<file path="src/rtl/game_pkg.sv">
// Shared types and default timing constants for the Flappy Birds game sequencer.
package game_pkg;

  typedef enum logic [2:0] {
    IDLE   = 3'd0,
    PLAY   = 3'd1,
    PAUSED = 3'd2,
    RESUME = 3'd3,
    OVER   = 3'd4
  } game_state_t;

  localparam int BLINK_TICKS_DEF  = 4;
  localparam int RESUME_TICKS_DEF = 3;

endpackage

</file>
<file path="src/rtl/key_edge.sv">
// Rising-edge detector for an already-synchronized key level.
// History resets to 1 so a key held through reset never reports a press.
module key_edge (
  input  logic clk,
  input  logic reset,
  input  logic key,
  output logic press
);

  logic key_q;

  always_ff @(posedge clk) begin
    if (!reset) key_q <= 1'b1;
    else        key_q <= key;
  end

  assign press = key & ~key_q;

endmodule

</file>
<file path="src/rtl/game_state_ctrl.sv">
// Game sequencer: idle/play/pause/resume/over FSM, blinking pause overlay,
// resume countdown and gating of the frame tick to the game datapath.
module game_state_ctrl
  import game_pkg::*;
#(
  parameter int BLINK_TICKS  = BLINK_TICKS_DEF,
  parameter int RESUME_TICKS = RESUME_TICKS_DEF
) (
  input  logic       clk,
  input  logic       reset,
  input  logic       key_pause,
  input  logic       key_flap,
  input  logic       collision,
  input  logic       tick,
  output logic       game_en,
  output logic       pause,
  output logic       new_game,
  output logic       over,
  output logic [2:0] state,
  output logic [1:0] count
);

  localparam int          BW          = (BLINK_TICKS > 1) ? $clog2(BLINK_TICKS) : 1;
  localparam logic [BW-1:0] BLINK_LAST = BW'(BLINK_TICKS - 1);
  localparam logic [1:0]  RESUME_LOAD = 2'(RESUME_TICKS);

  logic press_pause, press_flap;

  key_edge u_pause_edge (.clk(clk), .reset(reset), .key(key_pause), .press(press_pause));
  key_edge u_flap_edge  (.clk(clk), .reset(reset), .key(key_flap),  .press(press_flap));

  game_state_t   state_q, state_d;
  logic [BW-1:0] blink_q, blink_d;
  logic          phase_q, phase_d;
  logic [1:0]    count_q, count_d;
  logic          new_game_q, new_game_d;
  logic          pause_q, pause_d;
  logic          over_q, over_d;

  always_ff @(posedge clk) begin
    if (!reset) begin
      state_q    <= IDLE;
      blink_q    <= '0;
      phase_q    <= 1'b1;
      count_q    <= 2'd0;
      new_game_q <= 1'b0;
      pause_q    <= 1'b0;
      over_q     <= 1'b0;
    end else begin
      state_q    <= state_d;
      blink_q    <= blink_d;
      phase_q    <= phase_d;
      count_q    <= count_d;
      new_game_q <= new_game_d;
      pause_q    <= pause_d;
      over_q     <= over_d;
    end
  end

  always_comb begin
    state_d    = state_q;
    blink_d    = blink_q;
    phase_d    = phase_q;
    count_d    = count_q;
    new_game_d = 1'b0;
    case (state_q)
      IDLE: begin
        if (press_flap) begin
          state_d    = PLAY;
          new_game_d = 1'b1;
        end
      end
      PLAY: begin
        if (collision) begin
          state_d = OVER;
        end else if (press_pause) begin
          state_d = PAUSED;
          blink_d = '0;
          phase_d = 1'b1;
        end
      end
      PAUSED: begin
        if (press_pause) begin
          state_d = RESUME;
          count_d = RESUME_LOAD;
        end else if (tick) begin
          if (blink_q == BLINK_LAST) begin
            blink_d = '0;
            phase_d = ~phase_q;
          end else begin
            blink_d = blink_q + BW'(1);
          end
        end
      end
      RESUME: begin
        // A re-pause beats the final countdown tick.
        if (press_pause) begin
          state_d = PAUSED;
          count_d = 2'd0;
          blink_d = '0;
          phase_d = 1'b1;
        end else if (tick) begin
          if (count_q == 2'd1) begin
            state_d = PLAY;
            count_d = 2'd0;
          end else begin
            count_d = count_q - 2'd1;
          end
        end
      end
      OVER: begin
        if (press_flap) state_d = IDLE;
      end
      default: begin
        state_d = IDLE;
        count_d = 2'd0;
      end
    endcase
    pause_d = (state_d == PAUSED) & phase_d;
    over_d  = (state_d == OVER);
  end

  assign game_en  = tick & (state_q == PLAY);
  assign pause    = pause_q;
  assign new_game = new_game_q;
  assign over     = over_q;
  assign state    = state_q;
  assign count    = count_q;

endmodule
</file>
<file path="config.mk">
export PLATFORM = sky130hd
export DESIGN_NAME = game_state_ctrl
export DESIGN_NICKNAME = d
export VERILOG_FILES = /design/src/rtl/game_pkg.sv /design/src/rtl/key_edge.sv /design/src/rtl/game_state_ctrl.sv
export SDC_FILE = /design/constraint.sdc
export NUM_CORES = 1
export LEC_CHECK = 0
export ABC_CLOCK_PERIOD_IN_PS = 1780
export BUFFER_PORTS_ARGS = -buffer_cell sky130_fd_sc_hd__buf_2
export CORE_UTILIZATION = 50
export CTS_CLUSTER_DIAMETER = 30
export CTS_CLUSTER_SIZE = 24
export DETAILED_ROUTE_END_ITERATION = 10
export HOLD_SLACK_MARGIN = 0.1
export PLACE_DENSITY = 0.78
export SYNTH_ARGS = -nofsm -noshare
export SYNTH_HDL_FRONTEND = slang
export SYNTH_SLANG_ARGS = --single-unit
export TNS_END_PERCENT = 10
</file>
<file path="constraint.sdc">
create_clock -name clk -period 1.78 [get_ports clk]
set_input_delay 0.356 -clock clk [delete_from_list [all_inputs] [get_ports clk]]
set_output_delay 0.356 -clock clk [all_outputs]
set_load 0.02 [all_outputs]
</file>
==> impl_metrics.tcl, run 1 <==
set metrics [dict create \
    yosys_warnings 0 \
    drive_gt1_share_pct 28.4 \
    hold_start "key_flap" \
    dpl.hpwl_mm 1.04 \
    fin_crit_ns 1.65 \
    initial_core_util_pct 54.0 \
    post-route-drc-count 0 \
    synth-seq-cells 13 \
    htreeDepth 1 \
    holdBufCountCts 0 \
    viasPerCell 5.80 \
    cts.clk_slew.worst_paths_ns 0.08 \
    power.density_nw_per_um2 689 \
    nets 104 \
    total_power_mw 0.556 \
    area_delta_synth_final_pct 13.4 \
    status "completed" \
    numCtsBuffers 3 \
    crit_type "flip-flop to primary output" \
    cp.required_ns 1.42 \
    cp-start-kind "flip-flop" \
    antenna_cells 0 \
    cts.sinks 13 \
    maxSlewViolCount 0 \
    synth_top_area_cell "dfxtp_1" \
    ys.flop_type "dfxtp_1" \
    coreArea_um2 1320 \
    fin_ws_ns 0.134 \
    finalSetupViolCount 0 \
    synth_area_leaders "dfxtp_1 (37%), o21ai_0 (4.9%), o221a_2 (4.7%), a21oi_1 (4.2%), nand2b_4 (3.9%)" \
    clock_skew_ns 0.00123 \
    finalHoldViolCount 0 \
    post_cts_buffers 0 \
    layout_common_cells "buf_2 (14), dfxtp_1 (12), o21ai_0 (7), nand2_1 (7), a21oi_1 (6)" \
    drv_cap 0 \
    drt.antenna.violating_nets 0 \
    slew_headroom_pct 70.6 \
    yosysUniqueCellTypes 34 \
    drt-initial-drc-count 17 \
    seq_area_frac_synth_pct 36.6 \
    portBuffers 14 \
    worst_slew_pin_slew_ns 0.440 \
    cts_tree "done" \
    rsz0062_at_grt "false" \
    pre_cts_ws_ns 0.265 \
    io_pins 15 \
    globalplace.congestion 0.863 \
    finalSetupTns_ns 0 \
    max_clock_freq_mhz 607 \
    r2r-start "state[0]$_SDFF_PN0_" \
    via_count 638 \
    grt-ovfl-total 0 \
    final_core_util_pct 61.3 \
    syn_area_um2 712 \
    cts-root-buf "clkbuf_4" \
    mostFrequentLayoutCell "buf_2" \
    grt_pass1_wl_mm 2.41 \
    synth_top_cell_area_share_pct 36.6 \
    worst_hold_slack_ns 0.275 \
    leakage_nw 0.348 \
    grt_pass1_vias 566 \
    synthCells 80 \
    synth_edf_count 0 \
    fin_crit_sh_pct 92.5 \
    crit_start "state[0]$_SDFF_PN0_" \
    die_w_um 39.7 \
    clk_latency_ns 0.27 \
    wirelength_mm 1.46 \
    peakVddDrop_mv 0.338 \
    end_kind "primary output" \
    holdCritPathClass "input pin to flip-flop" \
    post_cts_resized 0 \
    firstDrtPassIters 4 \
    cp.arrival_ns 1.29 \
    synth_area_per_cell_um2 8.90 \
    crit_fanout 15 \
    syn-num-nets 88 \
    grt_usage_pct 23.7 \
    dieArea_um2 1580 \
    clock_path_buffers 2 \
    die_h_um 39.7 \
    synthArstFlopShare_pct 0 \
    antenna_found_initial 0 \
    rows 13 \
    wl_per_cell_um 13.3 \
    grt_max_degree 16 \
]
critical path, cell delays in order (launching register included):
cell and delay [ns]:
dfxtp_1 0.60, and4_1 0.26, buf_2 0.16
cell usage after synthesis, types with 2 or more instances:
cell type and count:
o21ai_0 7, nor2b_1 2, nor3b_1 2, and3_1 2, nand2_1 7, inv_1 5, a21oi_1 6, nand2b_1 4
mux2i_1 2, nor2_1 2, buf_4 2, nand2b_4 2, ha_1 2, dfxtp_1 13, o221a_2 3
per-stage QoR:
stage,std cells,instance area (µm²)
2_1_floorplan,80,712
3_3_place_gp,106,779
3_5_place_dp,106,779
4_1_cts,110,806
5_1_grt,110,807
6_report,110,807
worst paths after layout:
check	to	slack [ns]	depth (start not counted)
min	u_flap_edge.key_q$_SDFF_PN1_	0.27	2
min reg2reg	blink_q[1]$_SDFFE_PN0P_	0.48	2
max	game_en	0.13	2
max reg2reg	blink_q[1]$_SDFFE_PN0P_	0.32	4
flip-flops by register name, summed over array words and instances, names as in the netlist:
register / count
count: 2
over: 1
state: 3
phase_q: 1
blink_q: 2
u_pause_edge.key_q: 1
u_flap_edge.key_q: 1
new_game: 1
pause: 1
power by group:
| part | internal, mW | total, mW | switching [mW] |
|---|---|---|---|
| combinational | 0.0297 | 0.0664 | 0.0367 |
| clock | 0.0869 | 0.183 | 0.0961 |
| sequential | 0.298 | 0.306 | 0.00878 |
layer usage:
| metal | vias to the layer above | track usage (%) | share of wire [%] |
|---|---|---|---|
| li1 | 314 | - | - |
| met2 | 16 | 36.5 | 47 |
| met5 | - | 0 | 0 |
| met4 | 0 | 12.9 | 1.2 |
| met1 | 306 | 30.1 | 47 |
| met3 | 2 | 5.11 | 3.9 |
layout make-up:
cell class	count	area, µm²
Inverter	5	18.8
Fill cell	127	510
Timing Repair Buffer	16	85.1
Tap cell	15	18.8
Clock buffer	4	26.3
Sequential cell	13	262
Multi-Input combinational cell	57	397
cell families (layout without fill, tap and decap cells):
logic type	after synthesis	count (layout)	synth area share, %
AO/OA/AOI/OAI	23	23	22.1
adder cells (fa/ha/maj)	2	2	3.51
buffers and inverters	10	25	7.73
flip-flops	13	13	36.6
multiplexers	3	3	4.39
AND/OR/NAND/NOR	29	29	25.7
(Power assumes the default switching activity.)
==> run 2, diff against run 1 <==
CORE_ASPECT_RATIO = 0.9   (was unset)
CORE_UTILIZATION = 30   (was 50)
PLACE_DENSITY = 0.53   (was 0.78)
==> run 2 against run 1 <==
Compared with the run above:
- largest power group unchanged
- global-route usage fell by 9.9 points
- critical path type unchanged
- power rose by 1.7%
- core utilization fell by 24 points
- register-to-register slack gained 0.05 ns
==> impl_metrics.tcl, run 2 (synthesis gave the netlist of run 1 again) <==
set metrics [dict create \
    drt-initial-drc-count 15 \
    max_clock_freq_mhz 633 \
    finalSetupViolCount 0 \
    peakVddDrop_mv 0.421 \
    min_path_cells 2 \
    grt_usage_pct 13.8 \
    leakage_nw 0.349 \
    nets 104 \
    fin_crit_sh_pct 88.8 \
    design_area_um2 823 \
    crit_start "state[1]$_SDFF_PN0_" \
    initial_core_util_pct 32.3 \
    drv_cap 0 \
    end_kind "primary output" \
    max_stage_delay_ns 0.43 \
    antenna_cells 0 \
    drt.antenna.violating_nets 0 \
    maxSlewViolCount 0 \
    grt_pass1_wl_mm 2.45 \
    grt-ovfl-total 0 \
    die_h_um 48.2 \
    holdCritPathClass "input pin to flip-flop" \
    finalHoldViolCount 0 \
    cp.required_ns 1.42 \
    grt_pass1_vias 536 \
    firstDrtPassIters 4 \
    worst_hold_slack_ns 0.275 \
    largest_reg_flops 3 \
    crit_path_cell_trace "buf_4 -> inv_1 -> and4_1 -> buf_2" \
    cts_tree "done" \
    viasPerCell 5.25 \
    antenna_found_initial 0 \
    dpl.hpwl_mm 1.14 \
    cts.sinks 13 \
    coreArea_um2 2200 \
    finalSetupTns_ns 0 \
    worstRegToRegCells 4 \
    crit_path_end "game_en" \
    crit_type "flip-flop to primary output" \
    drive_gt1_share_pct 29.5 \
    htreeDepth 1 \
    wl_per_cell_um 12.6 \
    clk_latency_ns 0.28 \
    worst_r2r_endpoint "blink_q[0]$_SDFFE_PN0P_" \
    placed_area_um2 795 \
    cts.clk_slew.worst_paths_ns 0.08 \
    numCtsBuffers 3 \
    clock_path_buffers 2 \
    cts-root-buf "clkbuf_4" \
    cp-start-kind "flip-flop" \
    globalplace.congestion 0.800 \
    rrSetupSlack_ns 0.37 \
    grt_max_degree 21 \
    area_delta_synth_final_pct 15.6 \
    mostFrequentLayoutCell "buf_2" \
    r2r-start "state[0]$_SDFF_PN0_" \
    slew_headroom_pct 79.1 \
    crit_fanout 4 \
    layout_common_cells "buf_2 (14), dfxtp_1 (11), o21ai_0 (7), nand2_1 (7), a21oi_1 (6)" \
    fin_crit_ns 1.58 \
    status "completed" \
    final_core_util_pct 37.4 \
    via_count 641 \
    io_pins 15 \
    rows 16 \
    post-route-drc-count 0 \
    die_w_um 53.4 \
    rsz0062_at_grt "false" \
    fillers 245 \
    worst_slew_pin_slew_ns 0.314 \
    power.density_nw_per_um2 686 \
    portBuffers 14 \
    clock_skew_ns 0.00576 \
    cp.arrival_ns 1.22 \
    crit_slowest_cell "dfxtp_1" \
    dieArea_um2 2570 \
    wirelength_mm 1.54 \
]
[run 2: cell counts in the layout (fill, tap and decap cells not counted)]
Identical to the previous run, type by type.
[run 2: layer usage]
layer	global-route usage, %	share of wire (%)	vias up
met4	1.58	0	0
met5	0	0	-
met1	18.2	51	309
li1	-	-	319
met2	20.8	43	13
met3	7.17	6.5	0
[run 2: stage by stage]
step	total power [mW]	setup slack, ns	instances
floorplan	0.359	0.363	80
global placement	0.377	0.293	118
detailed placement	0.378	0.254	118
CTS	0.572	0.0232	122
global route	0.597	0.130	122
finish	0.565	0.200	122
[run 2: layout make-up]
cell class,instances,area [µm²],area share (%)
flip-flops and latches,13,263,31.9
well taps,27,33.8,4.10
inverters,5,18.8,2.28
multi-input cells,57,397,48.2
repair buffers,16,85.1,10.3
clock buffers,4,26.3,3.19
[run 2: critical path: cells and delay by family, from the launching register on]
family | cells | cell delay, ns
simple gates | 1 | 0.14
flops | 1 | 0.43
buf+inv | 3 | 0.37
[run 2: report_power, final]
| part | total, mW | internal (mW) | leakage (nW) | switching (mW) |
|---|---|---|---|---|
| logic | 0.0626 | 0.0281 | 0.227 | 0.0344 |
| registers | 0.308 | 0.298 | 0.107 | 0.0104 |
| clock network | 0.194 | 0.0871 | 0.0150 | 0.107 |
| total | 0.565 | 0.413 | 0.349 | 0.152 |
[run 2: timing repair]
action | 4_1_cts | 5_1_grt
hold buffers | 0 | 0
endpoints found under the setup margin | 0 | 1
resized for setup | 0 | 2
setup buffers | 0 | 0
[run 2: worst min-delay path by stage]
stage	startpoint	to	slack (ns)
after floorplan	reset	u_flap_edge.key_q$_SDFF_PN1_	0.43
after global placement	blink_q[1]$_SDFFE_PN0P_	blink_q[1]$_SDFFE_PN0P_	0.45
after detailed placement	blink_q[1]$_SDFFE_PN0P_	blink_q[1]$_SDFFE_PN0P_	0.46
after CTS	key_flap	u_flap_edge.key_q$_SDFF_PN1_	0.28
after global routing	key_flap	u_flap_edge.key_q$_SDFF_PN1_	0.29
final	key_flap	u_flap_edge.key_q$_SDFF_PN1_	0.27
==> run 3, diff against run 2 <==
CORE_ASPECT_RATIO = 0.8   (was 0.9)
==> run 3 against run 2 <==
Compared with the run above:
- critical endpoint unchanged
- critical path type unchanged
- wire length is 3.6% lower
- critical path depth is 1 lower
- flip-flop and latch count stayed put
- count of clock-buffer cells in the layout stayed put
==> impl_metrics.tcl, run 3 (synthesis gave the netlist of run 1 again) <==
set metrics [dict create \
    crit_start "state[1]$_SDFF_PN0_" \
    layout_common_cells "buf_2 (14), dfxtp_1 (13), o21ai_0 (7), nand2_1 (7), a21oi_1 (6)" \
    antenna_cells 0 \
    multi_input_area_um2 397 \
    status "completed" \
    dieArea_um2 2570 \
    coreArea_um2 2200 \
    cts_tree "done" \
    mostFrequentLayoutCell "buf_2" \
    die_w_um 56.5 \
    fillers 236 \
    numCtsBuffers 3 \
    finalHoldViolCount 0 \
    initial_core_util_pct 32.4 \
    wl_per_cell_um 12.3 \
    antenna_found_initial 0 \
    hold_start "key_flap" \
    grt_usage_pct 12.7 \
    grt_pass1_vias 522 \
    rsz0062_at_grt "false" \
    die_h_um 45.6 \
    nets 105 \
    io_pins 15 \
    p_int_mw 0.415 \
    post_cts_buffers 0 \
    fin_ws_ns 0.134 \
    power.density_nw_per_um2 687 \
    cp-start-kind "flip-flop" \
    crit_type "flip-flop to primary output" \
    peakVddDrop_mv 0.334 \
    largest_reg_flops 3 \
    firstDrtPassIters 4 \
    portBuffers 14 \
    r2r-start "state[1]$_SDFF_PN0_" \
    grt_max_degree 14 \
    pre_cts_ws_ns 0.275 \
    cts.sinks 13 \
    area_delta_synth_final_pct 16.0 \
    clock_path_buffers 2 \
    worst_hold_slack_ns 0.263 \
    htreeDepth 1 \
    post-route-drc-count 0 \
    grt-ovfl-total 0 \
    cp.required_ns 1.42 \
    clk_latency_ns 0.29 \
    via_count 610 \
    seqCellArea_um2 260 \
    leakage_nw 0.353 \
    grt_pass1_wl_mm 2.42 \
    wirelength_mm 1.49 \
    pwr-share-clk_pct 34.2 \
    stdcell_count 121 \
    holdBufCountCts 0 \
    max_clock_freq_mhz 607 \
    dpl.hpwl_mm 1.11 \
    dp_cells 117 \
    clock_skew_ns 0.00304 \
    combinationalPowerShare_pct 12.0 \
    rows 15 \
    worst_slew_pin_slew_ns 0.383 \
    viasPerCell 5.04 \
    finalSetupTns_ns 0 \
    maxSlewViolCount 0 \
    drive_gt1_share_pct 28.1 \
    cts.clk_slew.worst_paths_ns 0.08 \
    design_area_um2 826 \
    drv_cap 0 \
    drt.antenna.violating_nets 0 \
    placed_area_um2 800 \
    finalSetupViolCount 0 \
    crit_fanout 10 \
    fin_crit_ns 1.65 \
    drt-initial-drc-count 13 \
    post_cts_resized 0 \
    globalplace.congestion 0.741 \
    slew_headroom_pct 74.5 \
    p_sw_share_pct 26.8 \
    switchingPower_mw 0.152 \
    fin_crit_sh_pct 92.5 \
    seq_power_share_pct 53.8 \
    end_kind "primary output" \
    holdCritPathClass "input pin to flip-flop" \
    cts-root-buf "clkbuf_4" \
    cp.arrival_ns 1.29 \
]
run 3: worst paths after layout:
path	depth (start not counted)	to	slack (ns)
setup / recovery	3	game_en	0.13
hold / removal	2	u_flap_edge.key_q$_SDFF_PN1_	0.26
setup reg to reg	4	pause$_SDFF_PN0_	0.32
hold reg to reg	2	blink_q[1]$_SDFFE_PN0P_	0.48
run 3: metal layers:
metal	share of wire [%]	GRT usage, %	up-vias
met4	1.3	4.39	0
met5	0	0	-
met1	54	16.9	277
li1	-	-	322
met3	3.8	5.40	3
met2	41	18.6	8
run 3: area by class of cell:
type | count | area share, %
multi-input combinational | 57 | 48.0
timing repair buffer | 17 | 11.2
inverter | 5 | 2.27
tap | 25 | 3.79
sequential | 13 | 31.5
clock buffer | 4 | 3.18
run 3: power groups by stage:
stage / logic [mW] / clock network (mW) / registers [mW]
floorplan: 0.0464 / 0 / 0.312
global placement: 0.0691 / 0 / 0.312
detailed placement: 0.0685 / 0 / 0.312
CTS: 0.0688 / 0.204 / 0.305
global route: 0.0764 / 0.215 / 0.306
finish: 0.0682 / 0.194 / 0.305
run 3: stage by stage:
| stage | power (mW) | utilization (%) |
|---|---|---|
| final | 0.567 | 37.6 |
| after floorplan | 0.359 | - |
| after CTS | 0.578 | 37.6 |
| after detailed placement | 0.381 | 36.4 |
| after global placement | 0.381 | 36.4 |
| after global routing | 0.598 | 37.6 |
run 3: worst max-delay path: stages, from the launching register on:
cell and delay, ns:
dfxtp_1 0.56, inv_1 0.13, and4_1 0.17, buf_2 0.15
